[config.mk]
export PLATFORM = sky130hd
export DESIGN_NAME = posit_extract_es3
export DESIGN_NICKNAME = d
export VERILOG_FILES = /design/src/rtl/posit_extract_es3.sv
export SDC_FILE = /design/constraint.sdc
export NUM_CORES = 1
export LEC_CHECK = 0
export ABC_AREA = 1
export BUFFER_PORTS_ARGS = -buffer_cell sky130_fd_sc_hd__buf_2
export CORE_UTILIZATION = 60
export CTS_BUF_LIST = sky130_fd_sc_hd__clkbuf_8
export CTS_CLUSTER_DIAMETER = 60
export DETAILED_ROUTE_END_ITERATION = 8
export GPL_TIMING_DRIVEN = 0
export PLACE_DENSITY_LB_ADDON = 0.08
export SYNTH_ARGS = -nofsm -noshare
export SYNTH_HDL_FRONTEND = slang
export SYNTH_SLANG_ARGS = --single-unit
[constraint.sdc]
create_clock -name clk -period 16.5 [get_ports clk]
set_input_delay 0.825 -clock clk [delete_from_list [all_inputs] [get_ports clk]]
set_output_delay 0.825 -clock clk [all_outputs]
set_load 0.01 [all_outputs]
[src/rtl/posit_extract_es3.sv]
// Two-stage decoder from a 32-bit ES=3 posit to the unpacked {sgn, scale, fraction, inf, zero}
// record. Stage 1 classifies the word and measures the regime run; stage 2 builds the fields.
module posit_extract_es3 #(
    parameter int TAG_WIDTH = 8
) (
    input  logic                 clk,
    input  logic                 reset,
    input  logic [31:0]          in_posit,
    input  logic [TAG_WIDTH-1:0] in_tag,
    input  logic                 in_valid,
    output logic                 in_ready,
    output logic [37:0]          out_value,
    output logic [TAG_WIDTH-1:0] out_tag,
    output logic                 out_valid,
    input  logic                 out_ready
);

    localparam int NBITS = 32;
    localparam int ES    = 3;

    // ---------------- stage 1 combinational ----------------
    logic              p_zero;
    logic              p_inf;
    logic              p_sgn;
    logic [NBITS-1:0]  p_mag;
    logic [30:0]       run_src;
    logic [4:0]        p_run;
    logic              run_stop;

    assign p_zero  = (in_posit == 32'h0000_0000);
    assign p_inf   = (in_posit == 32'h8000_0000);
    assign p_sgn   = in_posit[31];
    assign p_mag   = p_sgn ? (~in_posit + 32'd1) : in_posit;
    // Fold the regime polarity so the run length becomes a leading-zero count.
    assign run_src = p_mag[30] ? ~p_mag[30:0] : p_mag[30:0];

    always_comb begin
        p_run    = 5'd0;
        run_stop = 1'b0;
        for (int i = 30; i >= 0; i--) begin
            if (!run_stop) begin
                if (run_src[i]) begin
                    run_stop = 1'b1;
                end else begin
                    p_run = p_run + 5'd1;
                end
            end
        end
    end

    // ---------------- handshake ----------------
    logic                 s1_valid;
    logic                 s2_valid;
    logic                 s2_load;

    assign s2_load   = !s2_valid || out_ready;
    assign in_ready  = !reset && (!s1_valid || !s2_valid || out_ready);
    assign out_valid = s2_valid;

    // ---------------- stage 1 registers ----------------
    logic                 s1_sgn;
    logic                 s1_r;
    logic [4:0]           s1_run;
    logic [NBITS-1:0]     s1_mag;
    logic                 s1_zero;
    logic                 s1_inf;
    logic [TAG_WIDTH-1:0] s1_tag;

    // ---------------- stage 2 combinational ----------------
    logic [5:0]       rem_shift;
    logic [NBITS-1:0] rem;
    logic [ES-1:0]    f_exp;
    logic [25:0]      f_frac;
    logic [8:0]       f_k;
    logic [8:0]       f_scale;
    logic [37:0]      f_value;

    // Shifting past sign, run and terminator left-aligns the remaining bits; a shift
    // of 32 or more (run of 30 or 31) correctly yields all zeros.
    assign rem_shift = {1'b0, s1_run} + 6'd2;
    assign rem       = s1_mag << rem_shift;
    assign f_exp     = rem[31:29];
    assign f_frac    = rem[28:3];
    assign f_k       = s1_r ? ({4'b0, s1_run} - 9'd1) : (9'd0 - {4'b0, s1_run});
    assign f_scale   = {f_k[5:0], 3'b000} | {6'b0, f_exp};

    always_comb begin
        f_value = {s1_sgn, f_scale, f_frac, 1'b0, 1'b0};
        if (s1_zero || s1_inf) begin
            f_value = {1'b0, 9'd0, 26'd0, s1_inf, s1_zero};
        end
    end

    // ---------------- pipeline registers ----------------
    always_ff @(posedge clk) begin
        if (reset) begin
            s1_valid  <= 1'b0;
            s1_sgn    <= 1'b0;
            s1_r      <= 1'b0;
            s1_run    <= '0;
            s1_mag    <= '0;
            s1_zero   <= 1'b0;
            s1_inf    <= 1'b0;
            s1_tag    <= '0;
            s2_valid  <= 1'b0;
            out_value <= '0;
            out_tag   <= '0;
        end else begin
            if (s2_load) begin
                s2_valid <= s1_valid;
                if (s1_valid) begin
                    out_value <= f_value;
                    out_tag   <= s1_tag;
                end
            end
            if (in_ready) begin
                s1_valid <= in_valid;
                if (in_valid) begin
                    s1_sgn  <= p_sgn;
                    s1_r    <= p_mag[30];
                    s1_run  <= p_run;
                    s1_mag  <= p_mag;
                    s1_zero <= p_zero;
                    s1_inf  <= p_inf;
                    s1_tag  <= in_tag;
                end
            end
        end
    end

endmodule

==> results of run 1 <==
## registers in the layout (all words and copies together) (netlist names)
name       flops
out_value     38
s1_mag        32
out_tag        8
s1_tag         8
s1_run         5
out_valid      1
s1_inf         1
s1_sgn         1
s1_valid       1
s1_zero        1
## Yosys cell counts, types with 2 or more instances
master	count	area (µm²)
nand2_1	439	1648
inv_1	193	724.4
nor2_1	136	510.5
nand3_1	128	640.6
o21ai_0	114	570.6
dfxtp_1	96	1922
a21oi_1	49	245.2
clkbuf_1	45	168.9
xor2_1	37	324.1
ha_1	30	375.4
mux2i_1	30	300.3
xnor2_1	22	192.7
nand2_2	20	125.1
o31ai_1	19	142.6
inv_2	16	60.06
nand3b_1	16	120.1
or2_2	14	87.58
nor2_2	13	81.33
nand3_2	11	110.1
nand4_1	10	62.56
nor2_4	10	112.6
nand2_4	8	90.09
o211ai_1	8	60.06
a31oi_1	7	43.79
clkinv_1	7	26.28
buf_1	6	22.52
nor2_8	6	120.1
o21ai_1	5	25.02
clkinv_2	4	20.02
nor3_1	4	20.02
o21bai_1	4	30.03
o221ai_1	4	35.03
a32o_1	2	20.02
buf_2	2	10.01
nor4_1	2	12.51
o22ai_1	2	12.51
o311ai_0	2	17.52
## cells in the final DEF (no fill, tap or decap), types with 11 or more instances in the layout
cell      instances
xor2_1           37
buf_2            91
nand3b_1         16
nor2_2           13
nor2_1          136
o31ai_1          19
o21ai_0         114
nand2_1         439
mux2i_1          30
inv_1           193
xnor2_1          22
dfxtp_1          96
nand3_1         128
nand2_2          20
a21oi_1          49
or2_2            14
inv_2            16
nand3_2          11
ha_1             30
clkbuf_1         45
## worst min-delay path: cells and delay by family, from the launching register on
kind | cells | cell delay, ns
flops | 1 | 0.31
buf+inv | 1 | 0.06
compound gates | 1 | 0.05
## worst max-delay path by stage
stage                     slack [ns]  cells after the start         to
after global routing            2.09                     99  s1_run[4]
after detailed placement        2.89                     98  s1_run[4]
after CTS                       3.27                     98  s1_run[4]
final                           3.33                     96  s1_run[4]
after global placement          3.22                     98  s1_run[4]
after floorplan                 4.39                     97  s1_run[4]
## per-layer routing
layer	share of wire	vias to the layer above
met5	0	-
met4	0.013	0
met3	0.058	29
met2	0.44	263
met1	0.49	4358
li1	-	5142
## area by class of cell
| class | instances | area, µm² | share of cell area |
|---|---|---|---|
| clock buffers | 9 | 123.9 | 0.01221 |
| well taps | 188 | 235.2 | 0.02318 |
| clock inverters | 7 | 97.59 | 0.009619 |
| plain buffers | 54 | 212.7 | 0.02096 |
| flip-flops and latches | 96 | 1922 | 0.1894 |
| inverters | 221 | 837.1 | 0.08250 |
| repair buffers | 89 | 445.4 | 0.04390 |
| multi-input cells | 1165 | 6272 | 0.6182 |
## per-stage QoR
stage / hold WS, ns / worst slack (ns) / utilization
floorplan: 0.4298 / 4.393 / -
global placement: 0.4376 / 3.219 / 0.6553
detailed placement: 0.4453 / 2.886 / 0.6553
CTS: 0.4655 / 3.270 / 0.6699
global route: 0.4859 / 2.087 / 0.6699
finish: 0.4589 / 3.329 / 0.6699
## kinds of logic (layout without fill, tap and decap cells)
family	Yosys count	in the layout	synth area share
buffers and inverters	275	380	0.1136
adder cells (fa/ha/maj)	30	30	0.04061
XOR/XNOR	59	59	0.05590
AO/OA/AOI/OAI	226	226	0.1396
flip-flops	96	96	0.2079
AND/OR/NAND/NOR	820	820	0.4100
multiplexers	30	30	0.03249
## report_power, final
part	internal, mW	leakage [nW]	switching, mW
Sequential	0.248	0.787	0.00905
Combinational	0.0865	4.26	0.174
Clock	0.0753	0.113	0.0970
==> reports/metrics.yaml, run 1 <==
crit_family: "simple AND/OR/NAND/NOR gates"
grt_pass1_vias: 8823
finalNetCount: 1710
slew_violations: 0
setup_tns_ns: 0
max_freq_mhz: 75.93
worstHoldStart: "s1_tag[7]"
ioPinCount: 92
drv_cap: 0
synth.distinct_cells: 52
wl_per_cell_um: 13.10
dr.pass1.iters: 7
worstMarginPinSlew_ns: 0.6556
ant_nets: 0
crit_buf_inv: 16
peakVddDrop_v: 0.00005167
cts-buffers-inserted: 9
vias_per_cell: 5.354
clk_path_buf_depth: 2
slowest_stage: "o21ai_0"
drc_errors: 0
grtUsageTotal: 0.3096
setup_viol: 0
synth.avg_cell_area_um2: 6.018
place_hpwl_um: 19900
rr_startpoint: "s1_run[1]"
holdBufCountCts: 0
yosysSeqAreaShare: 0.2079
p_per_area_mw_per_mm2: 67.98
r2r_slack_ns: 12.98
port_buffers: 89
hold_class: "reg2reg"
gp_congestion: 0.9724
cpPeakStageDelay_ns: 0.31
numClockSinks: 96
final_area_mm2: 0.01015
ctsResizeCount: 0
placed_cells: 1813
netlist_area_mm2: 0.009244
path_class: "in2reg"
antenna_found_initial: 0
gr-total-overflow: 0
holdPathStages: 2
met3_usage: 0.03314
via_count: 9792
cts_root_buf: "clkbuf_8"
tritoncts: "built"
postCtsSetupBuffers: 0
status: "finished, final reports clean"
clkTransAtPathRegs_ns: 0.11
layout-drive-gt1-share: 0.1316
fin_cells: 1829
final.min_clock_period_ns: 13.17
h-tree-depth: 3
fillers: 1538
grt_start_max_net_pins: 20
async_flop_share: 0
p_leak_nw: 5.161
grt_pass1_wl_um: 40480
core.rowCount: 45
fin_skew_ns: 0.01554
crit_start: "in_posit[0]"
start_kind: "primary input"
fin_crit_sh: 0.7982
die-area_mm2: 0.01591
required_ns: 16.79
ys_seq_elements: 96
grt.busiest_layer: "met2"
dpl_cell_area_mm2: 0.009925
worstPathMaxFanout: 6
first_iter_violations: 627
initial_core_util: 0.6103
fp.dieH_um: 126.1
clk_latency_ns: 0.40
r2r_cells: 10
wl_um: 23950
synth-edff-count: 0
die_x_um: 126.1
hold_viol: 0
use_met2: 0.5151
netlist_instances: 1536
cp.arrival_ns: 13.46
whs_endpoint: "out_tag[7]"
reg2reg_to: "out_value[13]"
met1_usage: 0.4325
ys_warn_count: 0
relSlewSlack: 0.5629
power_uw: 689.8
setup.worst_path.end_class: "flip-flop"
core_region_area_mm2: 0.01515
area_delta_synth_final_pct: 9.759
rsz0062_at_grt: "no"
diodes: 0
synth_flop_cell: "dfxtp_1"
synth_nets: 1610
cpMostUsedCell: "nand2_1"
Power figures use the tool's default switching activity.
==> inputs of run 2 (changes only) <==
- CORE_UTILIZATION: 60 -> 56
- clock period: 16.5 -> 11 ns (I/O delays scaled with it)
==> reports/metrics.yaml, run 2 (synthesis results as in run 1) <==
p_sw_uw: 472.3
clkTransAtPathRegs_ns: 0.11
grt_pass1_wl_um: 42300
grt_start_max_net_pins: 20
max_freq_mhz: 87.49
p_per_area_mw_per_mm2: 98.25
switching_share: 0.4146
wl_per_cell_um: 14.19
die_x_um: 130.5
power.internal_uw: 667.0
top_register: "out_value"
start_kind: "primary input"
worstMarginPinSlew_ns: 0.7038
final_common_cell: "nand2_1"
setup_tns_ns: -1.224
fp.dieH_um: 130.5
wl_um: 27170
cpPeakStageDelay_ns: 0.30
core.rowCount: 46
hold_viol: 0
ioPinCount: 92
path_class: "in2reg"
clk_path_buf_depth: 2
antenna_found_initial: 0
core_region_area_mm2: 0.01600
gr-total-overflow: 0
ant_nets: 0
fin_crit_sh: 1.039
fin_skew_ns: 0.009238
rsz0062_at_grt: "yes"
vias_per_cell: 5.391
placed_cells: 1841
numClockSinks: 96
setup_viol: 3
crit_start: "in_posit[1]"
layout_setup_ws_ns: -0.4305
cpMostUsedCell: "nand2_4"
relSlewSlack: 0.5308
diodes: 0
fin_cells: 1915
worstHoldStart: "in_tag[1]"
die-area_mm2: 0.01703
slew_violations: 0
status: "finished, violations left"
largest_reg_flops: 38
worstPathMaxFanout: 6
slowest_stage: "ha_1"
pwr-share-comb: 0.435
holdBufCountCts: 0
p_clk_frac: 0.226
grtUsageTotal: 0.3086
gp_congestion: 0.9979
port_buffers: 89
p_leak_nw: 5.679
layout-drive-gt1-share: 0.2501
cts-buffers-inserted: 9
h-tree-depth: 3
hold_class: "in2reg"
whs_ns: 0.3553
initial_core_util: 0.5777
dpl_cell_area_mm2: 0.01015
finalNetCount: 1768
clk_latency_ns: 0.38
area_delta_synth_final_pct: 25.45
required_ns: 11.29
grt_pass1_vias: 9101
cts_root_buf: "clkbuf_8"
drc_errors: 0
largestRegisters: "out_value (38), s1_mag (32)"
pre_cts_ws_ns: -1.144
rr_startpoint: "s1_run[1]"
place_hpwl_um: 20450
final_area_mm2: 0.01160
fillers: 1432
via_count: 10324
cp.arrival_ns: 11.72
violations: "negative setup slack"
final.min_clock_period_ns: 11.43
first_iter_violations: 619
drv_cap: 0
final_cell_mix: "nand2_1, inv_1, nand3_1, nor2_1, o21ai_0"
dr.pass1.iters: 5
peakVddDrop_v: 0.00007963
seqPwrFrac: 0.338
tritoncts: "built"
setup.worst_path.end_class: "flip-flop"
==> run 2: cell types whose count changed in the layout (fill, tap and decap cells not counted), sizes merged <==
cell,before,now
clkinv,13,12
clkbuf,54,55
inv,214,215
buf,98,155
==> run 2: area by class of cell <==
type / count / area [µm²] / area share
Buffer: 54 / 217.7 / 0.01877
Clock buffer: 9 / 123.9 / 0.01068
Clock inverter: 7 / 95.09 / 0.008200
Inverter: 221 / 867.1 / 0.07477
Multi-Input combinational cell: 1165 / 7146 / 0.6162
Sequential cell: 96 / 1922 / 0.1657
Tap cell: 216 / 270.3 / 0.02331
Timing Repair Buffer: 147 / 954.7 / 0.08233
==> run 2: stage by stage <==
stage            util  power, mW
2_1_floorplan       -     0.6935
3_3_place_gp   0.6343     0.7906
3_5_place_dp   0.6343     0.7977
4_1_cts        0.6778      1.076
5_1_grt        0.7247      1.207
6_report       0.7247      1.139
==> run 2: worst paths after layout <==
| kind | to | slack [ns] | cells after the start |
|---|---|---|---|
| max | s1_run[2] | -0.43 | 97 |
| min | s1_tag[1] | 0.36 | 3 |
| max reg2reg | out_value[23] | 7.36 | 11 |
| min reg2reg | out_tag[7] | 0.46 | 2 |
==> run 2: critical path: cells and delay by family <==
family                     cells  cell delay, ns
and+or+nand+nor               51            4.48
adders and majority gates     15            3.51
AOI/OAI and AO/OA             10            1.48
buffers and inverters         18            1.14
xor gates and xnor gates       3            0.49
==> run 2: repair_timing <==
action                                 CTS  global route
setup endpoints to repair                4             4
endpoints found under the hold margin    0             0
setup buffers                           42            19
gates resized for setup                 43           169
pin swaps                               54            98
==> run 2: power by group through the flow <==
| stage | Combinational (mW) | Clock (mW) | Sequential [mW] |
|---|---|---|---|
| 5_1_grt | 0.548 | 0.271 | 0.389 |
| 4_1_cts | 0.433 | 0.257 | 0.385 |
| 6_report | 0.496 | 0.258 | 0.386 |
| 3_3_place_gp | 0.398 | 0 | 0.392 |
| 2_1_floorplan | 0.298 | 0 | 0.396 |
| 3_5_place_dp | 0.405 | 0 | 0.393 |
==> run 2: per-layer routing <==
metal	GRT usage	vias up	share of wire
met5	0	-	0
li1	-	5252	-
met3	0.03339	53	0.057
met1	0.4270	4729	0.45
met2	0.5160	290	0.47
met4	0.06558	0	0.022
==> inputs of run 3 (changes only) <==
- CORE_UTILIZATION: 56 -> 55
- SLEW_MARGIN: default -> 25
==> reports/metrics.yaml, run 3 (synthesis results as in run 1) <==
final_cell_mix: "nand2_1, inv_1, nor2_1, nand3_1, o21ai_0"
via_count: 10341
cpPeakStageDelay_ns: 0.29
largestRegisters: "out_value (38), s1_mag (32)"
tritoncts: "built"
fillers: 1498
clk_latency_ns: 0.37
holdBufCountCts: 0
cpMostUsedCell: "nand2_4"
setup.worst_path.end_class: "flip-flop"
antenna_found_initial: 0
peakVddDrop_v: 0.00007421
fp.dieH_um: 131.6
hold_viol: 0
area_delta_synth_final_pct: 27.45
core_region_area_mm2: 0.01652
max_freq_mhz: 87.71
path_class: "in2reg"
grtUsageTotal: 0.3111
grt_start_max_net_pins: 20
final_core_util: 0.7130
layout_setup_ws_ns: -0.4016
status: "finished, violations left"
ioPinCount: 92
port_buffers: 89
setup_viol: 3
core.rowCount: 47
largest_reg_flops: 38
violations: "negative setup slack"
cts-buffers-inserted: 9
diodes: 0
finalNetCount: 1788
p_leak_nw: 5.768
gp_congestion: 0.9554
final.min_clock_period_ns: 11.40
wl_um: 27530
ant_nets: 0
required_ns: 11.28
slew_violations: 0
gr-total-overflow: 0
initial_core_util: 0.5594
dr.pass1.iters: 5
vias_per_cell: 5.333
relSlewSlack: 0.5061
crit_family: "simple AND/OR/NAND/NOR gates"
wl_per_cell_um: 14.20
drv_cap: 0
cts_root_buf: "clkbuf_8"
final_common_cell: "nand2_1"
grt_pass1_vias: 9429
worstPathMaxFanout: 4
die_x_um: 131.6
fin_crit_sh: 1.037
grt_pass1_wl_um: 44570
crit_buf_inv: 17
first_iter_violations: 585
numClockSinks: 96
h-tree-depth: 3
clk_path_buf_depth: 2
drc_errors: 0
fin_skew_ns: 0.007046
cp.arrival_ns: 11.68
dpl_cell_area_mm2: 0.01015
die-area_mm2: 0.01733
hold_class: "in2reg"
rsz0062_at_grt: "yes"
top_register: "out_value"
slowest_stage: "ha_1"
clkTransAtPathRegs_ns: 0.11
p_per_area_mw_per_mm2: 99.35
worstMarginPinSlew_ns: 0.7408
place_hpwl_um: 20480
layout-drive-gt1-share: 0.2618
power_mw: 1.170
final_area_mm2: 0.01178
start_kind: "primary input"
[run 3: power breakdown]
group / internal [mW] / total [mW] / switching (mW)
combinational: 0.202 / 0.527 / 0.325
clock: 0.114 / 0.258 / 0.145
sequential: 0.372 / 0.385 / 0.0134
[run 3: worst paths after layout]
kind | slack [ns] | from | depth (start not counted) | endpoint
max reg2reg | 7.40 | s1_run[1] | 10 | out_value[13]
min | 0.36 | in_tag[2] | 3 | s1_tag[2]
min reg2reg | 0.46 | s1_tag[7] | 2 | s1_tag[7]
max | -0.40 | in_posit[1] | 98 | s1_run[4]
[run 3: per-stage QoR]
| stage | setup TNS, ns | worst slack [ns] | cells | hold slack, ns |
|---|---|---|---|---|
| floorplan | -0.02014 | -0.02014 | 1536 | 0.4298 |
| global placement | -3.436 | -1.054 | 1845 | 0.4363 |
| detailed placement | -4.129 | -1.242 | 1845 | 0.4480 |
| CTS | -0.3141 | -0.1507 | 1923 | 0.3500 |
| global route | -3.041 | -0.9989 | 1939 | 0.3499 |
| finish | -1.086 | -0.4016 | 1939 | 0.3594 |
[run 3: timing repair]
action / in CTS / in global routing
pin swaps: 65 / 68
resized for setup: 77 / 136
setup buffers: 62 / 21
endpoints found under the setup margin: 4 / 4
[run 3: layout make-up]
cell class / count / area [µm²] / area share
clock inverters: 7 / 97.59 / 0.008284
plain buffers: 54 / 217.7 / 0.01848
flip-flops and latches: 96 / 1922 / 0.1631
clock buffers: 9 / 123.9 / 0.01051
inverters: 221 / 869.6 / 0.07381
repair buffers: 167 / 1095 / 0.09293
well taps: 220 / 275.3 / 0.02336
multi-input cells: 1165 / 7181 / 0.6095
[run 3: per-layer routing]
layer,vias to the layer above,GRT usage,routed length [µm]
met5,-,0,0
met4,0,0.04457,251
met2,255,0.5285,13030
li1,5286,-,-
met3,23,0.03395,1413
met1,4777,0.4297,12830
[run 3: tightest hold or removal path: cells and delay by family]
family        cells  cell delay, ns
buf+inv           1            0.07
simple gates      2            0.09
